==> src/rtl/sfp_tx_arbiter.sv <==
// sfp_tx_arbiter: three-way arbiter (cmd > round-robin peer/local) onto one SFP TX stream
module sfp_tx_arbiter #(
    parameter int GAP_CYC = 1
) (
    input  logic        i_clk,
    input  logic        i_rst,
    input  logic        i_channel_up,
    input  logic [7:0]  i_burst_max,
    input  logic [63:0] s_cmd_tdata,
    input  logic        s_cmd_tvalid,
    output logic        s_cmd_tready,
    input  logic [63:0] s_peer_tdata,
    input  logic        s_peer_tvalid,
    output logic        s_peer_tready,
    input  logic [63:0] s_local_tdata,
    input  logic        s_local_tvalid,
    output logic        s_local_tready,
    output logic [63:0] m_tx_sfp_tdata,
    output logic        m_tx_sfp_tvalid,
    input  logic        m_tx_sfp_tready,
    output logic [1:0]  o_grant,
    output logic [1:0]  o_arb_state,
    output logic [31:0] o_beat_cnt
);
    localparam logic [1:0] IDLE = 2'd0, SEND = 2'd1, GAP = 2'd2;
    localparam logic [1:0] G_NONE = 2'd0, G_CMD = 2'd1, G_PEER = 2'd2, G_LOCAL = 2'd3;

    logic [1:0]  state_q, state_d, grant_q, grant_d;
    logic [31:0] beat_cnt_q;
    logic [7:0]  burst_q, burst_d, burst_lim;
    logic [3:0]  gap_q, gap_d;
    logic        last_local_q, last_local_d;
    logic        in_send, gnt_valid, beat, burst_done, grant_end, link_ok;
    logic [63:0] gnt_data;

    assign in_send   = state_q == SEND;
    assign link_ok   = in_send && i_channel_up;
    assign gnt_valid = grant_q == G_CMD  ? s_cmd_tvalid  :
                       grant_q == G_PEER ? s_peer_tvalid :
                       grant_q == G_LOCAL ? s_local_tvalid : 1'b0;
    assign gnt_data  = grant_q == G_CMD  ? s_cmd_tdata  :
                       grant_q == G_PEER ? s_peer_tdata :
                       grant_q == G_LOCAL ? s_local_tdata : 64'd0;

    assign m_tx_sfp_tvalid = link_ok && gnt_valid;
    assign m_tx_sfp_tdata  = in_send ? gnt_data : 64'd0;
    assign s_cmd_tready    = link_ok && grant_q == G_CMD   && m_tx_sfp_tready;
    assign s_peer_tready   = link_ok && grant_q == G_PEER  && m_tx_sfp_tready;
    assign s_local_tready  = link_ok && grant_q == G_LOCAL && m_tx_sfp_tready;

    assign beat       = m_tx_sfp_tvalid && m_tx_sfp_tready;
    assign burst_lim  = i_burst_max == 8'd0 ? 8'd1 : i_burst_max;
    assign burst_done = burst_q + 8'd1 == burst_lim;
    // a stalled beat never ends the grant; only a completed beat or a dropped valid does
    assign grant_end  = !gnt_valid || (beat && (grant_q == G_CMD || burst_done || s_cmd_tvalid));

    always_comb begin
        state_d      = state_q;
        grant_d      = grant_q;
        burst_d      = burst_q;
        gap_d        = gap_q;
        last_local_d = last_local_q;
        if (!i_channel_up) begin
            state_d = IDLE;
            grant_d = G_NONE;
            burst_d = 8'd0;
            gap_d   = 4'd0;
        end else if (state_q == IDLE) begin
            if (s_cmd_tvalid || s_peer_tvalid || s_local_tvalid) begin
                state_d = SEND;
                grant_d = s_cmd_tvalid ? G_CMD :
                          (s_peer_tvalid && (!s_local_tvalid || last_local_q)) ? G_PEER : G_LOCAL;
            end
        end else if (state_q == SEND) begin
            burst_d = beat ? burst_q + 8'd1 : burst_q;
            if (grant_end) begin
                state_d      = GAP;
                grant_d      = G_NONE;
                burst_d      = 8'd0;
                gap_d        = 4'(GAP_CYC - 1);
                last_local_d = grant_q == G_CMD ? last_local_q : grant_q == G_LOCAL;
            end
        end else begin
            state_d = gap_q == 4'd0 ? IDLE : GAP;
            gap_d   = gap_q == 4'd0 ? 4'd0 : gap_q - 4'd1;
        end
    end

    always_ff @(posedge i_clk or negedge i_rst) begin
        if (!i_rst) begin
            state_q      <= IDLE;
            grant_q      <= G_NONE;
            burst_q      <= 8'd0;
            gap_q        <= 4'd0;
            last_local_q <= 1'b1;
            beat_cnt_q   <= 32'd0;
        end else begin
            state_q      <= state_d;
            grant_q      <= grant_d;
            burst_q      <= burst_d;
            gap_q        <= gap_d;
            last_local_q <= last_local_d;
            beat_cnt_q   <= beat ? beat_cnt_q + 32'd1 : beat_cnt_q;
        end
    end

    assign o_grant     = grant_q;
    assign o_arb_state = state_q;
    assign o_beat_cnt  = beat_cnt_q;
endmodule
==> config.mk <==
export PLATFORM = sky130hd
export DESIGN_NAME = sfp_tx_arbiter
export DESIGN_NICKNAME = d
export VERILOG_FILES = /design/src/rtl/sfp_tx_arbiter.sv
export SDC_FILE = /design/constraint.sdc
export NUM_CORES = 1
export LEC_CHECK = 0
export BUFFER_PORTS_ARGS = -buffer_cell sky130_fd_sc_hd__buf_2
export CORE_AREA = 2 2 139 141
export CTS_CLUSTER_DIAMETER = 40
export DETAILED_ROUTE_END_ITERATION = 7
export DIE_AREA = 0 0 141 143
export MAX_ROUTING_LAYER = met4
export PLACE_DENSITY_LB_ADDON = 0.08
export SYNTH_ARGS = -nofsm -noshare
export SYNTH_HDL_FRONTEND = slang
export SYNTH_SLANG_ARGS = --single-unit
export TNS_END_PERCENT = 10
==> constraint.sdc <==
create_clock -name i_clk -period 3.3 [get_ports i_clk]
set_input_delay 0.33 -clock i_clk [delete_from_list [all_inputs] [get_ports i_clk]]
set_output_delay 0.33 -clock i_clk [all_outputs]
set_load 0.05 [all_outputs]
==> key figures, run 1 <==
Drt
  • Vias: 4965
  • Drt via density: 4.84
  • Initial DRT Pass Iterations: 4
  • Initial DRC count: 245
  • WL per Instance: 18.1 µm
  • DRC viols: 0
  • Final ANT Viol Nets: 0
  • Final wirelength: 18500 µm

Synthesis
  • Syn nets: 705
  • Top_reg_cell synth: dfrtp_1
  • Most common cell in the netlist: nor2_1
  • Avg Synthesized Cell Area: 8.57 µm²
  • Asr flop ratio synth: 100%
  • Number of synthesized flops with an enable pin: 0
  • Mapped cell area: 4240 µm²
  • Post-synthesis instance total: 494
  • #FFs+latches synth: 49
  • YS warnings: 0
  • Synth unique cells: 50
  • Sequential fraction of the synthesis area: 29.0%
  • Top cell type by total area after synthesis: dfrtp_1
  • Top cell type's share of synthesized area: 28.4%
  • Synth area leaders: dfrtp_1 28%, mux2_2 18%, a22oi_1 11%, nor2_1 7.0%, xnor2_1 6.0%
  • Commonest cells post-synth: 79 x nor2_1, 66 x mux2_2, 64 x a22oi_1

Critical path
  • Crit path arrival time: 2.32 ns
  • Type of origin of the critical path: register
  • Worst Setup SP: o_grant[1]
  • Worst-path maximum fanout: 44
  • Crit end category: primary output
  • FF-to-FF path depth: 8
  • Path type of the worst setup path: register to primary output
  • Worst EP required: 2.97 ns
  • Reg2Reg Launch Point: burst_q[0]
  • Reg2reg end: burst_q[5]
  • FF-to-FF setup slack: 0.83 ns

Placed design
  • I/O Buffers: 310
  • Gp weighted congestion: 0.898
  • Placed Cells: 1007
  • DP HPWL: 15100 µm

Power and ir drop
  • Total power draw: 0.00261 W
  • Leakage: 3.10 nW
  • Sw power: 0.00116 W
  • Internal: 0.00146 W
  • Clock power share: 22.8%
  • Combinational power share: 50.7%
  • Reg power frac: 26.5%
  • Max VDD drop: 0.215 mV
  • Sw Share: 44.2%
  • Power density cells: 421 nW/µm²

Global route
  • First-pass GRT wire length: 27400 µm
  • Largest net degree at the start of global routing: 45
  • Initial antenna violation count: 11
  • Tot GR Track Use: 17.6%
  • Vias in the first global route: 4964
  • Grt total ovfl: 0

Timing
  • Final Cycle Share: 80.2%
  • RSZ-0062 raised after global routing: false
  • Max-slew headroom: 53.5%
  • Post-layout min period: 2.65 ns
  • Slew @ Worst Pin: 0.697 ns
  • Setup Viol. Count Final: 0
  • Setup TNS: 0 ns
  • Slew Viols, Final: 0
  • Min Hold Slack: 0.0763 ns
  • Max Fclk: 378 MHz
  • Final hold violation count: 0
  • Skew final: 0.00840 ns

Min path
  • Worst Hold Class: primary input to async pin

Clock tree
  • Worst-Skew Late Latency: 0.29 ns
  • PostCTS Resize Cnt: 0
  • Clk slew on worst S/H paths: 0.07 ns
  • CTS root buf: clkbuf_16
  • CTS tree: done
  • H-tree Lvls: 2
  • Hold_buf cts: 0
  • Post-CTS setup buffers: 0
  • Cts bufs inserted: 5
  • Clock Path Buffers: 2
  • Clk sinks: 49

Floorplan
  • Row count: 50
  • Chip width: 141 µm
  • Die H: 143 µm
  • Die area: 20200 µm²
  • Initial Util: 22.8%
  • Core Footprint: 18600 µm²
  • # IOs: 311

Status
  • Status: completed

Layout
  • Register area: 1230 µm²
  • Multi-input combinational cell area: 2840 µm²
  • Post-Layout Cell Count: 1026
  • Fillers: 2038
  • Layout area overhead: 46.7%
  • Nets: 991
  • Share of cells above drive strength 1: 51.3%

Job
  • Max_cap viols: 0
critical path, cell delays in order, from the launching register on:
cell	delay (ns)
dfrtp_2	0.42
inv_1	0.18
nor2_4	0.50
buf_12	0.30
a22oi_1	0.16
nor2_1	0.16
buf_2	0.28
routing by layer:
| metal | share of wire (%) | GRT usage, % | vias to the layer above |
|---|---|---|---|
| met4 | 2.6 | 7.26 | 0 |
| li1 | - | - | 2379 |
| met3 | 7.0 | 4.59 | 32 |
| met5 | 0 | - | - |
| met1 | 42 | 21.4 | 2342 |
| met2 | 49 | 27.9 | 212 |
flip-flops by register name, summed over array words and instances, names as in the netlist:
register	count
last_local_q	1
gap_q	4
o_beat_cnt	32
o_grant	2
burst_q	8
o_arb_state	2
through the flow:
stage	util, %	setup WS [ns]	cell area (µm²)
after floorplan	-	0.523	4240
after global placement	32.4	0.934	6020
after detailed placement	32.4	0.852	6020
after CTS	33.3	0.597	6180
after global routing	33.4	0.492	6210
final	33.4	0.653	6210
cell families (layout without fill, tap and decap cells):
group	count (synthesis)	after routing	synth area share [%]
xor+xnor	40	40	8.27
buf+inv	44	331	4.22
mux	68	68	18.0
simple gates	183	183	21.0
compound gates	106	106	18.3
other cells	0	11	0
fa+ha+maj	4	4	1.18
flops	49	49	29.0
how the worst max path moves through the flow:
stage / to / depth (start not counted)
floorplan: m_tx_sfp_tdata[35] / 6
global placement: burst_q[5] / 8
detailed placement: burst_q[5] / 8
CTS: m_tx_sfp_tdata[3] / 6
global route: m_tx_sfp_tdata[3] / 6
finish: m_tx_sfp_tdata[3] / 6
power groups by stage:
stage | Combinational [W] | Sequential, W | Clock, W
global route | 0.00144 | 0.000703 | 0.000646
floorplan | 0.000859 | 0.000766 | 0
global placement | 0.00132 | 0.000704 | 0
finish | 0.00132 | 0.000694 | 0.000595
detailed placement | 0.00133 | 0.000705 | 0
CTS | 0.00134 | 0.000694 | 0.000613
layout by cell type (no fill, tap or decap), types with 3 or more instances in the layout:
| master | n |
|---|---|
| buf_2 | 310 |
| nand2_1 | 30 |
| or3_1 | 5 |
| a211o_1 | 3 |
| nor2_1 | 78 |
| and4_1 | 3 |
| dfrtp_1 | 46 |
| inv_1 | 5 |
| nand2b_1 | 4 |
| buf_4 | 6 |
| nand3_1 | 20 |
| clkbuf_16 | 5 |
| nor3_1 | 6 |
| diode_2 | 11 |
| o21ai_0 | 9 |
| ha_1 | 4 |
| a21oi_1 | 12 |
| nand4_1 | 7 |
| a22oi_1 | 64 |
| o211ai_1 | 3 |
| xnor2_1 | 29 |
| mux2_2 | 66 |
| xor2_1 | 11 |
| nor3b_1 | 5 |
| nor2b_1 | 3 |
| a21o_1 | 3 |
| and3_1 | 8 |
area by class of cell:
type | instances | share of cell area (%)
clock inverters | 2 | 0.624
clock buffers | 6 | 2.07
inverters | 5 | 0.302
flip-flops and latches | 49 | 19.8
well taps | 234 | 4.71
diodes | 11 | 0.443
multi-input cells | 401 | 45.7
repair buffers | 318 | 26.3
No activity file was read; power rests on OpenSTA's default activity.
==> run 2: changes to the inputs <==
clock period = 2.2 ns   (was 3.3 ns; I/O delays follow)
==> run 2 against run 1 <==
The run now ends with negative hold slack left. Worst hold slack got worse by 0.089 ns. Clock skew decreased by 0.00063 ns. Sequential power up 47%. Global-route usage is 0.89 points higher. Routed wire length up 5.6%. First-iteration DRC count fell by 37%. Via count grew 3.5%. Non-clock buffer count rose by 40. Highest routed layer unchanged.
==> key figures, run 2 (synthesis gave the netlist of run 1 again) <==
Status
  • Status: complete, but fails checks
  • Failing checks: negative hold slack

Power and ir drop
  • Power density cells: 598 nW/µm² (+42%)
  • Total power draw: 0.00421 W (+61%)
  • Clock power share: 17.9% (-4.9 points)
  • Max VDD drop: 0.284 mV (+32%)
  • Internal: 0.00229 W (+57%)
  • Combinational power share: 57.8% (+7.1 points)
  • Leakage: 3.34 nW (+7.7%)
  • Sw Share: 45.5% (+1.3 points)
  • Sw power: 0.00192 W (+66%)
  • Reg power frac: 24.3% (-2.2 points)

Global route
  • Tot GR Track Use: 18.5% (+0.89 points)
  • First-pass GRT wire length: 28500 µm (+4.0%)
  • Grt total ovfl: 0 (unchanged)
  • Initial antenna violation count: 2 (-9)
  • Largest net degree at the start of global routing: 53 (+18%)
  • Vias in the first global route: 5123 (+3.2%)

Critical path
  • Worst EP required: 1.98 ns (-0.99 ns)
  • FF-to-FF path depth: 8 (unchanged)
  • Slowest CP cell: dfrtp_2
  • Crit end category: primary output
  • Worst Path Buf+Inv: 3 (unchanged)
  • Crit path arrival time: 1.95 ns (-0.37 ns)
  • CP cell instances: buf_4 -> bufbuf_16 -> mux2_2 -> a22oi_1 -> nor2_2 -> buf_2
  • Crit-path leading delay family: buffers and inverters
  • Max incr delay on CP: 0.41 ns (-0.09 ns)
  • Crit. path cell count: 6 (unchanged)
  • Worst-path maximum fanout: 16 (-64%)
  • Type of origin of the critical path: register
  • Path type of the worst setup path: register to primary output

Floorplan
  • Row count: 50 (unchanged)
  • Die H: 143 µm (unchanged)
  • Chip width: 141 µm (unchanged)
  • # IOs: 311 (unchanged)
  • Die area: 20200 µm² (unchanged)
  • Initial Util: 22.8% (unchanged)
  • Core Footprint: 18600 µm² (unchanged)

Placed design
  • Gp weighted congestion: 0.903 (+0.60%)
  • I/O Buffers: 310 (unchanged)
  • DP HPWL: 15100 µm (about the same)
  • Area after DPL: 6480 µm² (+7.7%)
  • Dpl ws: -0.0474 ns (-0.900 ns)

Timing
  • Min Hold Slack: -0.0125 ns (-0.0888 ns)
  • Setup TNS: 0 ns (unchanged)
  • Final worst slack: 0.0285 ns (-0.625 ns)
  • Max-slew headroom: 51.0% (-2.5 points)
  • Slew Viols, Final: 0 (unchanged)
  • Skew final: 0.00777 ns (-0.000630 ns)
  • Slew @ Worst Pin: 0.735 ns (+0.0377 ns)
  • Setup Viol. Count Final: 0 (unchanged)
  • Post-layout min period: 2.17 ns
  • Final Cycle Share: 98.7%
  • Final hold violation count: 19 (+19)
  • Max Fclk: 461 MHz
  • RSZ-0062 raised after global routing: true

Drt
  • Vias: 5141 (+3.5%)
  • Initial DRC count: 155 (-37%)
  • Initial DRT Pass Iterations: 4 (unchanged)
  • Final ANT Viol Nets: 0 (unchanged)
  • DRC viols: 0 (unchanged)
  • WL per Instance: 18.5 µm (+2.4%)
  • Drt via density: 4.86 (+0.41%)
  • Final wirelength: 19600 µm (+5.6%)

Min path
  • Worst Hold Class: primary input to async pin

Layout
  • Nets: 1031 (+4.0%)
  • Final instance area: 7040 µm² (+13%)
  • Share of cells above drive strength 1: 64.1% (+13 points)
  • Final core utilization: 37.9% (+4.4 points)
  • Max FFs per register: 32 (unchanged)
  • Layout area overhead: 66.1%
  • Commonest non-fill, non-tap cell in the layout: buf_2
  • Most frequent cells in the layout: 275 x buf_2, 68 x buf_4, 66 x mux2_2

Clock tree
  • Cts bufs inserted: 5 (unchanged)
  • H-tree Lvls: 2 (unchanged)
  • Worst-Skew Late Latency: 0.29 ns (about the same)
  • CTS root buf: clkbuf_16
  • Hold_buf cts: 0 (unchanged)
  • CTS tree: done
  • Clock Path Buffers: 2 (unchanged)
  • Clk slew on worst S/H paths: 0.07 ns (about the same)
  • Clk sinks: 49 (unchanged)

Job
  • Max_cap viols: 0 (unchanged)
## run 2: cell types whose count changed in the layout (fill, tap and decap cells not counted), moves of 5 or more
cell     change
buf_4       +62
buf_2       -35
nor2_1      -60
a22oi_1     -12
nor2_2      +53
buf_12       +5
buf_6        +5
a22oi_2     +12
nor2_4       +7
diode_2      -7
## run 2: routing by layer
metal | track usage, % | vias up | wire length, µm
met1 | 22.7 | 2471 | 8170
li1 | - | 2449 | -
met3 | 2.95 | 26 | 1050
met5 | - | - | 0
met2 | 32.0 | 195 | 9970
met4 | 4.47 | 0 | 396
## run 2: power groups by stage
stage / Combinational (W) / Clock [W] / Sequential, W
after floorplan: 0.00143 / 0 / 0.00115
after global placement: 0.00225 / 0 / 0.00104
after detailed placement: 0.00227 / 0 / 0.00104
after CTS: 0.00241 / 0.000787 / 0.00102
after global routing: 0.00262 / 0.000822 / 0.00103
final: 0.00243 / 0.000755 / 0.00102
## run 2: metrics by stage
stage               hold WS, ns  cells
CTS                      0.0225   1052
detailed placement        0.333   1037
global route             0.0429   1056
global placement          0.331   1037
finish                  -0.0125   1058
floorplan               -0.0756    494
## run 2: what timing repair did
item,CTS,global route
setup endpoints to repair,66,95
resized for setup,34,44
pin swaps,2,16
gates cloned,3,0
buffers inserted,5,3
## run 2: final cells by class
cell class	count	area (µm²)
Tap cell	234	293
Antenna cell	4	10.0
Sequential cell	49	1230
Clock inverter	1	8.76
Fill cell	1970	11500
Clock buffer	6	129
Inverter	5	22.5
Multi-Input combinational cell	401	3170
Timing Repair Buffer	358	2170
## run 2: path summary, 6_finish.rpt
check | startpoint | end | slack [ns]
worst min-delay path | i_rst | o_beat_cnt[20] | -0.01
worst max-delay path | o_grant[1] | m_tx_sfp_tdata[10] | 0.03
min in group i_clk | s_peer_tvalid | o_arb_state[0] | 0.32
worst min register to register | o_beat_cnt[28] | o_beat_cnt[28] | 0.48
worst max register to register | burst_q[0] | last_local_q | 0.08
max in group asynchronous | i_rst | o_beat_cnt[5] | 1.55
==> run 3: changes to the inputs <==
ABC_AREA = 1   (was not set)
CORE_AREA = 2 2 143 145   (was 2 2 139 141)
DIE_AREA = 0 0 145 147   (was 0 0 141 143)
==> run 3 against run 2 <==
Non-clock buffer count fell by 24. Worst hold slack improved by 0.24 ns. Clock skew fell by 0.0019 ns. Cell count rose by 29%. Largest power group unchanged. Routed wire length fell by 1.6%. The flow now finishes without violations.
==> key figures, run 3 <==
Synthesis
  • Post-synthesis mux area share: 0% (-18 points)
  • Largest family of logic cells by synthesized area: simple AND/OR/NAND/NOR gates
  • Synth unique cells: 31 (-38%)
  • Synth Area in Compound Gates: 2.07% (-16 points)
  • Number of synthesized flops with an enable pin: 0 (unchanged)
  • Top cell type's share of synthesized area: 30.8% (+2.4 points)
  • Top cell type by total area after synthesis: nand2_1
  • Post-Synth Adder-Cell Area: 1.12% (-0.060 points)
  • Synth Area in XOR/XNOR: 6.67% (-1.6 points)
  • YS warnings: 0 (unchanged)
  • Sequential fraction of the synthesis area: 27.5% (-1.5 points)
  • Top_reg_cell synth: dfrtp_1
  • Synth area leaders: nand2_1 31%, dfrtp_1 27%, nand3_1 10%, inv_1 8.9%, xor2_1 4.1%
  • Syn nets: 992 (+41%)
  • Post-synthesis instance total: 781 (+58%)
  • #FFs+latches synth: 49 (unchanged)
  • Commonest cells post-synth: 366 x nand2_1, 106 x inv_1, 92 x nand3_1
  • Most common cell in the netlist: nand2_1
  • Mapped cell area: 4460 µm² (+5.4%)
  • Asr flop ratio synth: 100% (unchanged)
  • Avg Synthesized Cell Area: 5.71 µm² (-33%)
  • Simple-gate share of the synthesized area: 51.0% (+30 points)

Placed design
  • Gp weighted congestion: 0.811 (-10%)
  • Dpl ws: 0.0600 ns (+0.107 ns)
  • Placed Cells: 1351 (+30%)
  • I/O Buffers: 310 (unchanged)
  • DP HPWL: 15400 µm (+1.9%)

Timing
  • Setup TNS: 0 ns (unchanged)
  • Final worst slack: 0.0315 ns (+0.00293 ns)
  • Max Fclk: 461 MHz (+0.14%)
  • Final Cycle Share: 98.6% (-0.13 points)
  • Slew @ Worst Pin: 0.504 ns (-0.231 ns)
  • Max-slew headroom: 66.4% (+15 points)
  • Post-layout min period: 2.17 ns (-0.00293 ns)
  • RSZ-0062 raised after global routing: true
  • Slew Viols, Final: 0 (unchanged)
  • Skew final: 0.00585 ns (-0.00192 ns)
  • Final hold violation count: 0 (-19)
  • Setup Viol. Count Final: 0 (unchanged)

Drt
  • Final wirelength: 19300 µm (-1.6%)
  • Initial DRT Pass Iterations: 4 (unchanged)
  • DRC viols: 0 (unchanged)
  • Final ANT Viol Nets: 0 (unchanged)
  • Initial DRC count: 157 (+1.3%)
  • Drt via density: 4.19 (-14%)
  • Vias: 5742 (+12%)
  • WL per Instance: 14.1 µm (-24%)

Layout
  • Final core utilization: 34.0% (-3.8 points)
  • Most frequent cells in the layout: 363 x nand2_1, 309 x buf_2, 104 x inv_1
  • Commonest non-fill, non-tap cell in the layout: nand2_1
  • Layout area overhead: 51.3%
  • Max FFs per register: 32 (unchanged)
  • Post-Layout Cell Count: 1370 (+29%)
  • Nets: 1306 (+27%)
  • Share of cells above drive strength 1: 34.3% (-30 points)

Critical path
  • Type of origin of the critical path: register
  • Path type of the worst setup path: register to primary output
  • Worst-path maximum fanout: 49 (+33)
  • Crit end category: primary output
  • Crit path arrival time: 1.95 ns (about the same)
  • Worst EP required: 1.98 ns (about the same)

Job
  • Max_cap viols: 0 (unchanged)

Clock tree
  • Clk sinks: 49 (unchanged)
  • Cts bufs inserted: 5 (unchanged)
  • H-tree Lvls: 2 (unchanged)
  • CTS tree: done
  • Worst-Skew Late Latency: 0.29 ns (about the same)
  • Clk slew on worst S/H paths: 0.07 ns (about the same)
  • CTS root buf: clkbuf_16
  • Clock Path Buffers: 2 (unchanged)

Floorplan
  • # IOs: 311 (unchanged)
  • Initial Util: 22.5% (-0.30 points)
  • Die area: 21300 µm² (+5.7%)
  • Die H: 147 µm (+2.8%)
  • Core Footprint: 19800 µm² (+6.8%)
  • Row count: 52 (+4.0%)
  • Chip width: 145 µm (+2.8%)

Global route
  • Initial antenna violation count: 3 (+1)
  • Tot GR Track Use: 17.4% (-1.1 points)
  • First-pass GRT wire length: 29000 µm (+1.6%)
  • Grt total ovfl: 0 (unchanged)
  • Largest net degree at the start of global routing: 67 (+26%)
  • Vias in the first global route: 5382 (+5.1%)

Power and ir drop
  • Power density cells: 804 nW/µm² (+34%)
  • Max VDD drop: 0.280 mV (-1.2%)
  • Leakage: 4.24 nW (+27%)

Min path
  • Worst Hold Class: primary input to register

Status
  • Status: completed
-- run 3: cell families (layout without fill, tap and decap cells) --
family / Yosys count / in the layout
xor gates and xnor gates: 34 / 34
buffers and inverters: 138 / 453
AOI/OAI and AO/OA: 16 / 16
and+or+nand+nor: 540 / 540
adders and majority gates: 4 / 4
DFF: 49 / 49
other: 0 / 4
-- run 3: through the flow --
step | total power, W | instance area, µm² | hold slack (ns)
after floorplan | 0.00339 | 4460 | -0.0756
after global placement | 0.00456 | 6460 | 0.224
after detailed placement | 0.00452 | 6460 | 0.219
after CTS | 0.00545 | 6640 | 0.222
after global routing | 0.00584 | 6750 | 0.239
final | 0.00543 | 6750 | 0.229
-- run 3: path summary, 6_finish.rpt --
| check | startpoint | cells past startpoint | to | slack [ns] |
|---|---|---|---|---|
| min in group asynchronous | i_rst | 2 | o_beat_cnt[13] | 0.44 |
| max in group asynchronous | i_rst | 3 | burst_q[4] | 1.21 |
| max | o_grant[0] | 8 | m_tx_sfp_tdata[50] | 0.03 |
| min reg2reg | o_beat_cnt[31] | 1 | o_beat_cnt[31] | 0.47 |
| max reg2reg | burst_q[1] | 16 | gap_q[3] | 0.15 |
| min | m_tx_sfp_tready | 3 | burst_q[5] | 0.23 |
-- run 3: area by class of cell --
cell class	count	area (µm²)
Fill cell	2249	13100
Multi-Input combinational cell	594	2770
Timing Repair Buffer	334	1820
Sequential cell	49	1230
Inverter	111	418
Tap cell	270	338
Clock buffer	5	125
Clock inverter	3	46.3
Antenna cell	4	10.0
-- run 3: where the power goes --
part | switching [W] | total, W | leakage [nW] | internal (W)
logic | 0.00249 | 0.00348 | 3.52 | 0.000984
registers | 0.0000643 | 0.00105 | 0.642 | 0.000983
clock network | 0.000364 | 0.000903 | 0.0800 | 0.000539
-- run 3: worst max-delay path, cell delays in order (launching register included) --
cell	delay, ns
dfrtp_2	0.42
buf_4	0.16
nor2_4	0.14
buf_12	0.23
nand2_1	0.19
nand3_1	0.12
nand2_1	0.05
inv_1	0.05
buf_2	0.25
-- run 3: per-layer routing --
metal	wire length [µm]	global-route usage, %	vias to the layer above
met5	0	-	-
li1	-	-	3006
met3	961	2.83	10
met2	9720	29.9	160
met1	8420	21.8	2566
met4	166	3.42	0
-- run 3: what timing repair did --
action	CTS	global route
endpoints found under the hold margin	18	0
setup buffers	0	5
resized for setup	0	16
setup endpoints to repair	0	67
hold buffers	1	0
